==> src/rtl/awg_pkg.sv <==
// Shared definitions for the AWG parameter scheduler: command opcodes, payload lengths,
// FSM encodings and parameter reset values.
package awg_pkg;

    localparam logic [7:0] OpType    = 8'h01;
    localparam logic [7:0] OpFreq    = 8'h02;
    localparam logic [7:0] OpAmp     = 8'h03;
    localparam logic [7:0] OpOffs    = 8'h04;
    localparam logic [7:0] OpSwCfg   = 8'h05;
    localparam logic [7:0] OpCommit  = 8'h06;
    localparam logic [7:0] OpSwStart = 8'h07;
    localparam logic [7:0] OpSwStop  = 8'h08;

    localparam logic [9:0] DcOffsetReset = 10'h200;

    typedef enum logic [0:0] {PsIdle, PsPayload} parse_state_e;

    typedef enum logic [1:0] {SwIdle, SwArm, SwRun} sweep_state_e;

    function automatic logic op_known(input logic [7:0] op);
        return (op >= OpType) && (op <= OpSwStop);
    endfunction

    function automatic logic [2:0] payload_len(input logic [7:0] op);
        logic [2:0] len;
        case (op)
            OpType:                 len = 3'd1;
            OpFreq, OpAmp, OpOffs:  len = 3'd2;
            OpSwCfg:                len = 3'd7;
            default:                len = 3'd0;
        endcase
        return len;
    endfunction

endpackage

==> src/rtl/awg_sweep_engine.sv <==
// Frequency sweep sequencer: arms on SWSTART, loads the start frequency on the next waveform
// wrap, then steps the frequency every sw_dwell wraps, wrapping back to start past the stop.
module awg_sweep_engine
    import awg_pkg::*;
(
    input  logic        clk,
    input  logic        rst,
    input  logic        start,
    input  logic        stop,
    input  logic        phase_wrap,
    input  logic [15:0] sw_start,
    input  logic [15:0] sw_stop,
    input  logic [15:0] sw_step,
    input  logic [7:0]  sw_dwell,
    input  logic [15:0] frequency,
    output logic        active,
    output logic        freq_load,
    output logic [15:0] freq_value
);

    sweep_state_e state_q, state_d;
    logic [7:0]   wrap_cnt_q, wrap_cnt_d;
    logic [7:0]   dwell_eff;
    logic [8:0]   cnt_next;
    logic [16:0]  sum;

    always_ff @(posedge clk) begin
        if (rst) begin
            state_q    <= SwIdle;
            wrap_cnt_q <= '0;
        end else begin
            state_q    <= state_d;
            wrap_cnt_q <= wrap_cnt_d;
        end
    end

    always_comb begin
        state_d    = state_q;
        wrap_cnt_d = wrap_cnt_q;
        freq_load  = 1'b0;
        freq_value = sw_start;
        dwell_eff  = (sw_dwell == 8'd0) ? 8'd1 : sw_dwell;
        cnt_next   = {1'b0, wrap_cnt_q} + 9'd1;
        sum        = {1'b0, frequency} + {1'b0, sw_step};

        if (stop) begin
            state_d    = SwIdle;
            wrap_cnt_d = '0;
        end else if (start) begin
            state_d    = SwArm;
            wrap_cnt_d = '0;
        end else if (phase_wrap) begin
            case (state_q)
                SwArm: begin
                    freq_load  = 1'b1;
                    freq_value = sw_start;
                    state_d    = SwRun;
                    wrap_cnt_d = '0;
                end
                SwRun: begin
                    // >= rather than == so a shrinking dwell mid-sweep cannot strand the count
                    if (cnt_next >= {1'b0, dwell_eff}) begin
                        wrap_cnt_d = '0;
                        if (sw_step != 16'd0) begin
                            freq_load = 1'b1;
                            if (sum[16] || (sum > {1'b0, sw_stop})) begin
                                freq_value = sw_start;
                            end else begin
                                freq_value = sum[15:0];
                            end
                        end
                    end else begin
                        wrap_cnt_d = cnt_next[7:0];
                    end
                end
                default: ;
            endcase
        end
    end

    assign active = (state_q != SwIdle);

endmodule

==> src/rtl/awg_param_scheduler.sv <==
// Byte-stream command parser feeding shadow registers; committed values reach the generator
// outputs only on a waveform period boundary, with an optional frequency sweep engine.
module awg_param_scheduler
    import awg_pkg::*;
#(
    parameter int unsigned TIMEOUT_CYCLES = 100000
) (
    input  logic        clk,
    input  logic        rst,
    input  logic [7:0]  cmd_data,
    input  logic        cmd_valid,
    input  logic        phase_wrap,
    output logic [1:0]  waveform_type,
    output logic [15:0] frequency,
    output logic [9:0]  amplitude,
    output logic [9:0]  dc_offset,
    output logic        cmd_ack,
    output logic        cmd_err,
    output logic        update_pending,
    output logic        sweep_active
);

    localparam int unsigned TW = $clog2(TIMEOUT_CYCLES + 1);

    parse_state_e pstate_q, pstate_d;
    logic [7:0]   op_q, op_d;
    logic [2:0]   cnt_q, cnt_d;
    logic [47:0]  stage_q, stage_d;
    logic [TW-1:0] idle_q, idle_d;
    logic         ack_q, ack_d;
    logic         err_q, err_d;
    logic         wr_en;
    logic         commit;
    logic         sw_start_cmd;
    logic         sw_stop_cmd;
    logic [55:0]  payload;

    logic [1:0]   sh_type_q;
    logic [15:0]  sh_freq_q;
    logic [9:0]   sh_amp_q;
    logic [9:0]   sh_offs_q;
    logic [15:0]  sw_start_q, sw_stop_q, sw_step_q;
    logic [7:0]   sw_dwell_q;

    logic [1:0]   type_q, type_d;
    logic [15:0]  freq_q, freq_d;
    logic [9:0]   amp_q, amp_d;
    logic [9:0]   offs_q, offs_d;
    logic         pending_q, pending_d;

    logic         sw_active;
    logic         sw_load;
    logic [15:0]  sw_value;

    // The final byte is combined with the staged ones so shadows load in the same edge.
    assign payload = {stage_q, cmd_data};

    always_comb begin
        pstate_d     = pstate_q;
        op_d         = op_q;
        cnt_d        = cnt_q;
        stage_d      = stage_q;
        idle_d       = idle_q;
        ack_d        = 1'b0;
        err_d        = 1'b0;
        wr_en        = 1'b0;
        commit       = 1'b0;
        sw_start_cmd = 1'b0;
        sw_stop_cmd  = 1'b0;

        case (pstate_q)
            PsIdle: begin
                if (cmd_valid) begin
                    if (!op_known(cmd_data)) begin
                        err_d = 1'b1;
                    end else if (payload_len(cmd_data) == 3'd0) begin
                        ack_d = 1'b1;
                        case (cmd_data)
                            OpCommit:  commit       = 1'b1;
                            OpSwStart: sw_start_cmd = 1'b1;
                            OpSwStop:  sw_stop_cmd  = 1'b1;
                            default: ;
                        endcase
                    end else begin
                        op_d     = cmd_data;
                        cnt_d    = payload_len(cmd_data);
                        idle_d   = '0;
                        pstate_d = PsPayload;
                    end
                end
            end
            PsPayload: begin
                if (cmd_valid) begin
                    idle_d  = '0;
                    stage_d = {stage_q[39:0], cmd_data};
                    if (cnt_q == 3'd1) begin
                        wr_en    = 1'b1;
                        ack_d    = 1'b1;
                        cnt_d    = '0;
                        pstate_d = PsIdle;
                    end else begin
                        cnt_d = cnt_q - 3'd1;
                    end
                end else if (idle_q == TW'(TIMEOUT_CYCLES - 1)) begin
                    err_d    = 1'b1;
                    idle_d   = '0;
                    cnt_d    = '0;
                    pstate_d = PsIdle;
                end else begin
                    idle_d = idle_q + TW'(1);
                end
            end
            default: pstate_d = PsIdle;
        endcase
    end

    always_ff @(posedge clk) begin
        if (rst) begin
            pstate_q <= PsIdle;
            op_q     <= '0;
            cnt_q    <= '0;
            stage_q  <= '0;
            idle_q   <= '0;
            ack_q    <= 1'b0;
            err_q    <= 1'b0;
        end else begin
            pstate_q <= pstate_d;
            op_q     <= op_d;
            cnt_q    <= cnt_d;
            stage_q  <= stage_d;
            idle_q   <= idle_d;
            ack_q    <= ack_d;
            err_q    <= err_d;
        end
    end

    always_ff @(posedge clk) begin
        if (rst) begin
            sh_type_q  <= '0;
            sh_freq_q  <= '0;
            sh_amp_q   <= '0;
            sh_offs_q  <= DcOffsetReset;
            sw_start_q <= '0;
            sw_stop_q  <= '0;
            sw_step_q  <= '0;
            sw_dwell_q <= '0;
        end else if (wr_en) begin
            case (op_q)
                OpType:  sh_type_q <= payload[1:0];
                OpFreq:  sh_freq_q <= payload[15:0];
                OpAmp:   sh_amp_q  <= payload[9:0];
                OpOffs:  sh_offs_q <= payload[9:0];
                OpSwCfg: begin
                    sw_start_q <= payload[55:40];
                    sw_stop_q  <= payload[39:24];
                    sw_step_q  <= payload[23:8];
                    sw_dwell_q <= payload[7:0];
                end
                default: ;
            endcase
        end
    end

    awg_sweep_engine u_sweep (
        .clk        (clk),
        .rst        (rst),
        .start      (sw_start_cmd),
        .stop       (sw_stop_cmd),
        .phase_wrap (phase_wrap),
        .sw_start   (sw_start_q),
        .sw_stop    (sw_stop_q),
        .sw_step    (sw_step_q),
        .sw_dwell   (sw_dwell_q),
        .frequency  (freq_q),
        .active     (sw_active),
        .freq_load  (sw_load),
        .freq_value (sw_value)
    );

    // A COMMIT coinciding with a wrap only arms; the copy waits for a wrap seen while pending.
    always_comb begin
        pending_d = pending_q;
        type_d    = type_q;
        freq_d    = freq_q;
        amp_d     = amp_q;
        offs_d    = offs_q;

        if (phase_wrap && pending_q) begin
            pending_d = 1'b0;
            type_d    = sh_type_q;
            amp_d     = sh_amp_q;
            offs_d    = sh_offs_q;
            if (!sw_active) begin
                freq_d = sh_freq_q;
            end
        end else if (commit) begin
            pending_d = 1'b1;
        end

        if (sw_load) begin
            freq_d = sw_value;
        end
    end

    always_ff @(posedge clk) begin
        if (rst) begin
            pending_q <= 1'b0;
            type_q    <= '0;
            freq_q    <= '0;
            amp_q     <= '0;
            offs_q    <= DcOffsetReset;
        end else begin
            pending_q <= pending_d;
            type_q    <= type_d;
            freq_q    <= freq_d;
            amp_q     <= amp_d;
            offs_q    <= offs_d;
        end
    end

    assign waveform_type  = type_q;
    assign frequency      = freq_q;
    assign amplitude      = amp_q;
    assign dc_offset      = offs_q;
    assign cmd_ack        = ack_q;
    assign cmd_err        = err_q;
    assign update_pending = pending_q;
    assign sweep_active   = sw_active;

endmodule

==> config.mk <==
export PLATFORM = sky130hd
export DESIGN_NAME = awg_param_scheduler
export DESIGN_NICKNAME = d
export VERILOG_FILES = /design/src/rtl/awg_pkg.sv /design/src/rtl/awg_sweep_engine.sv /design/src/rtl/awg_param_scheduler.sv
export SDC_FILE = /design/constraint.sdc
export NUM_CORES = 1
export LEC_CHECK = 0
export ABC_AREA = 1
export ABC_CLOCK_PERIOD_IN_PS = 4100
export BUFFER_PORTS_ARGS = -buffer_cell sky130_fd_sc_hd__buf_4
export CORE_MARGIN = 3
export CORE_UTILIZATION = 30
export CTS_CLUSTER_SIZE = 24
export DETAILED_ROUTE_END_ITERATION = 8
export PLACE_DENSITY = 0.42
export SKIP_LAST_GASP = 1
export SLEW_MARGIN = 20
export SYNTH_ARGS = -nofsm -noshare
export SYNTH_HDL_FRONTEND = slang
export SYNTH_SLANG_ARGS = --single-unit
==> constraint.sdc <==
create_clock -name clk -period 4.1 [get_ports clk]
set_input_delay 0.205 -clock clk [delete_from_list [all_inputs] [get_ports clk]]
set_output_delay 0.205 -clock clk [all_outputs]
set_load 0.05 [all_outputs]
==> flow_summary.json <==
{
  "drive_gt1_frac": 0.1414,
  "numCtsBuffers": 27,
  "cp_common_cell": "nand2_1",
  "ys.flop_type": "dfxtp_1",
  "synth.distinct_cells": 48,
  "synth_area_sq_um": 10420,
  "path_clk_slew_ns": 0.06,
  "layout_common_cells": "222 x dfxtp_1, 182 x inv_1, 173 x nor2_1",
  "via_per_inst": 4.731,
  "cts_root_buf": "clkbuf_16",
  "layout_min_cycle_time_ns": 3.517,
  "fin_area_sq_um": 12300,
  "start_util": 0.3078,
  "clockBufferDepth": 3,
  "grt_max_degree": 99,
  "dr.pass1.iters": 5,
  "leakagePower_nw": 4.851,
  "multiInputGateArea_sq_um": 4989,
  "synth_seq_cells": 222,
  "syn_avg_cell_area_sq_um": 7.791,
  "synth_edf_count": 0,
  "htreeDepth": 1,
  "drv_slew": 0,
  "portBuffers": 53,
  "slowest_delay_ns": 0.42,
  "register_area_sq_um": 4444,
  "fp.dieArea_sq_um": 37020,
  "path_max_fanout": 16,
  "cp.arrival_ns": 3.98,
  "cap_violations": 0,
  "drtIter0Drc": 389,
  "final_common_cell": "dfxtp_1",
  "drcViolationCount": 0,
  "core_sq_um": 33870,
  "pin_count": 54,
  "hold_ws_ns": 0.04647,
  "fin_nets": 1439,
  "grt_pass1_wl_microns": 47640,
  "grt_remaining_overflow": 0,
  "outcome": "complete, no violations",
  "synth_warnings": 0,
  "vdd_drop_max_uv": 300.8,
  "power.density_nw_per_um2": 391.3,
  "end_kind": "flip-flop",
  "rsz0062_at_grt": "false",
  "die_y_microns": 192.4,
  "hold_class": "input port to flip-flop",
  "ys_seq_area_frac": 0.4264,
  "ys_async_sr_fraction": 0,
  "vias": 8742,
  "post_dp_cell_area_sq_um": 11260,
  "synthToLayoutAreaGrowth_pct": 17.97,
  "routedWlPerCell_microns": 16.18,
  "setup_tns_ns": 0,
  "skew_ns": 0.02156,
  "cts_tree": "done",
  "slowest_stage": "fa_1",
  "cp.required_ns": 4.57,
  "hold_buffers": 8,
  "finalSetupViolCount": 0,
  "num_antenna_cells": 0,
  "insertion_delay_ns": 0.55,
  "final_core_util": 0.3631,
  "antenna_found_initial": 0,
  "place_inst": 1790,
  "ant_nets": 0,
  "critPathLaunchType": "flip-flop",
  "crit_type": "flip-flop to flip-flop",
  "synth_nets": 1398,
  "hold_viol": 0,
  "grt_usage": 0.1629,
  "drt-total-wl_microns": 29910,
  "row_count": 67,
  "nFillCells": 3652,
  "synthCells": 1338,
  "finalCritPeriodShare": 0.8578,
  "fmaxAchievable_mhz": 284.3,
  "layout.cells.non_filler": 1848,
  "fp.dieW_microns": 192.4,
  "cts.sinks": 222,
  "tightest_slew_ns": 0.9409,
  "cts_resized": 0,
  "worstPathCellList": "ha_1, fa_1, nand3_1, nand2_1, nand2_1, nand3_1, nand3_1, nand2_1, xor2_1, inv_1, ha_1, inv_1, nor3_1, nand2_1, nand2_1, nand2_1, nand2_1, nand2_1, nand2_1, nand2_1, buf_4, nand3_1, nand3_2, a21oi_2",
  "first_global_vias": 8407,
  "gp_congestion": 0.8948,
  "timing.slew.headroom": 0.3727,
  "hpwl_microns": 21450,
  "post-cts-setup-buffers": 0
}
## flip-flops by register name, indices dropped and copies added, names as in the netlist, 3 cells and up
| signal | count |
|---|---|
| stage_q | 48 |
| idle_q | 17 |
| frequency | 16 |
| sh_freq_q | 16 |
| sw_start_q | 16 |
| sw_step_q | 16 |
| sw_stop_q | 16 |
| amplitude | 10 |
| dc_offset | 10 |
| sh_amp_q | 10 |
| sh_offs_q | 10 |
| op_q | 8 |
| sw_dwell_q | 8 |
| u_sweep.wrap_cnt_q | 8 |
| cnt_q | 3 |
## Yosys cell counts (2+ instances only)
| cell type | count | area [sq um] |
|---|---|---|
| clkinv_1 | 3 | 11.26 |
| a21oi_2 | 10 | 87.58 |
| nand3b_1 | 4 | 30.03 |
| buf_4 | 6 | 45.04 |
| nand2_2 | 13 | 81.33 |
| o22ai_1 | 2 | 12.51 |
| inv_2 | 9 | 33.78 |
| buf_2 | 13 | 65.06 |
| nor3_1 | 19 | 95.09 |
| o21ai_0 | 125 | 625.6 |
| nor4_1 | 7 | 43.79 |
| nand2_1 | 127 | 476.7 |
| buf_1 | 2 | 7.510 |
| nor2_1 | 173 | 649.4 |
| a211oi_1 | 74 | 555.5 |
| dfxtp_1 | 222 | 4444 |
| o21a_1 | 3 | 22.52 |
| a211oi_2 | 20 | 250.2 |
| nand2_4 | 2 | 22.52 |
| nand4_1 | 8 | 50.05 |
| a21oi_1 | 110 | 550.5 |
| nand3_1 | 57 | 285.3 |
| nor3b_1 | 2 | 15.01 |
| or2_2 | 2 | 12.51 |
| nor2_4 | 5 | 56.30 |
| xor2_1 | 18 | 157.7 |
| inv_1 | 182 | 683.2 |
| ha_1 | 47 | 588.1 |
| a31oi_1 | 2 | 12.51 |
| clkbuf_1 | 42 | 157.7 |
| nand3_2 | 12 | 120.1 |
## area by class of cell
type                            count  share of cell area
Clock buffer                       40             0.06624
Clock inverter                     10             0.01180
Inverter                          194             0.05922
Multi-Input combinational cell    858              0.4057
Sequential cell                   222              0.3614
Tap cell                          448             0.04558
Timing Repair Buffer               76             0.05006
## logic make-up (layout without fill, tap and decap cells)
| family | after synthesis | in the layout | share of synthesized area |
|---|---|---|---|
| flip-flops | 222 | 222 | 0.4264 |
| adder cells (fa/ha/maj) | 48 | 48 | 0.05834 |
| AND/OR/NAND/NOR | 437 | 437 | 0.1927 |
| buffers and inverters | 258 | 320 | 0.09735 |
| XOR/XNOR | 19 | 19 | 0.01596 |
| AO/OA/AOI/OAI | 354 | 354 | 0.2093 |
## power breakdown
| group | total [mW] | internal, mW | switching, mW |
|---|---|---|---|
| clock | 2.54 | 1.57 | 0.972 |
| sequential | 2.16 | 2.16 | 0.000648 |
| combinational | 0.115 | 0.0292 | 0.0856 |
## metrics by stage
stage	total power [mW]	setup WS, ns
final	4.811	0.5831
after global routing	4.995	0.2001
after CTS	4.891	0.5732
after detailed placement	2.318	0.5978
after global placement	2.318	0.6264
after floorplan	2.271	0.6235
## metal layers
layer	share of wire	GRT usage	up-vias
met1	0.52	0.2433	4027
met2	0.43	0.2465	121
li1	-	-	4556
met5	0	0	-
met3	0.038	0.02307	38
met4	0.020	0.03895	0
## worst max-delay path, delay by kind of cell, from the launching register on
family	cells	cell delay [ns]
simple gates	16	1.46
fa+ha+maj	3	0.94
flops	1	0.33
xor+xnor	1	0.22
compound gates	1	0.13
buf+inv	3	0.33
## final timing paths
| path | start | end | slack [ns] | cells after the start |
|---|---|---|---|---|
| setup / recovery | frequency[0] | frequency[8] | 0.58 | 24 |
| hold / removal | cmd_data[1] | sh_type_q[1] | 0.05 | 3 |
| setup reg to reg | frequency[0] | frequency[8] | 0.58 | 24 |
| hold reg to reg | op_q[4] | op_q[4] | 0.46 | 2 |
(Power assumes the default switching activity.)
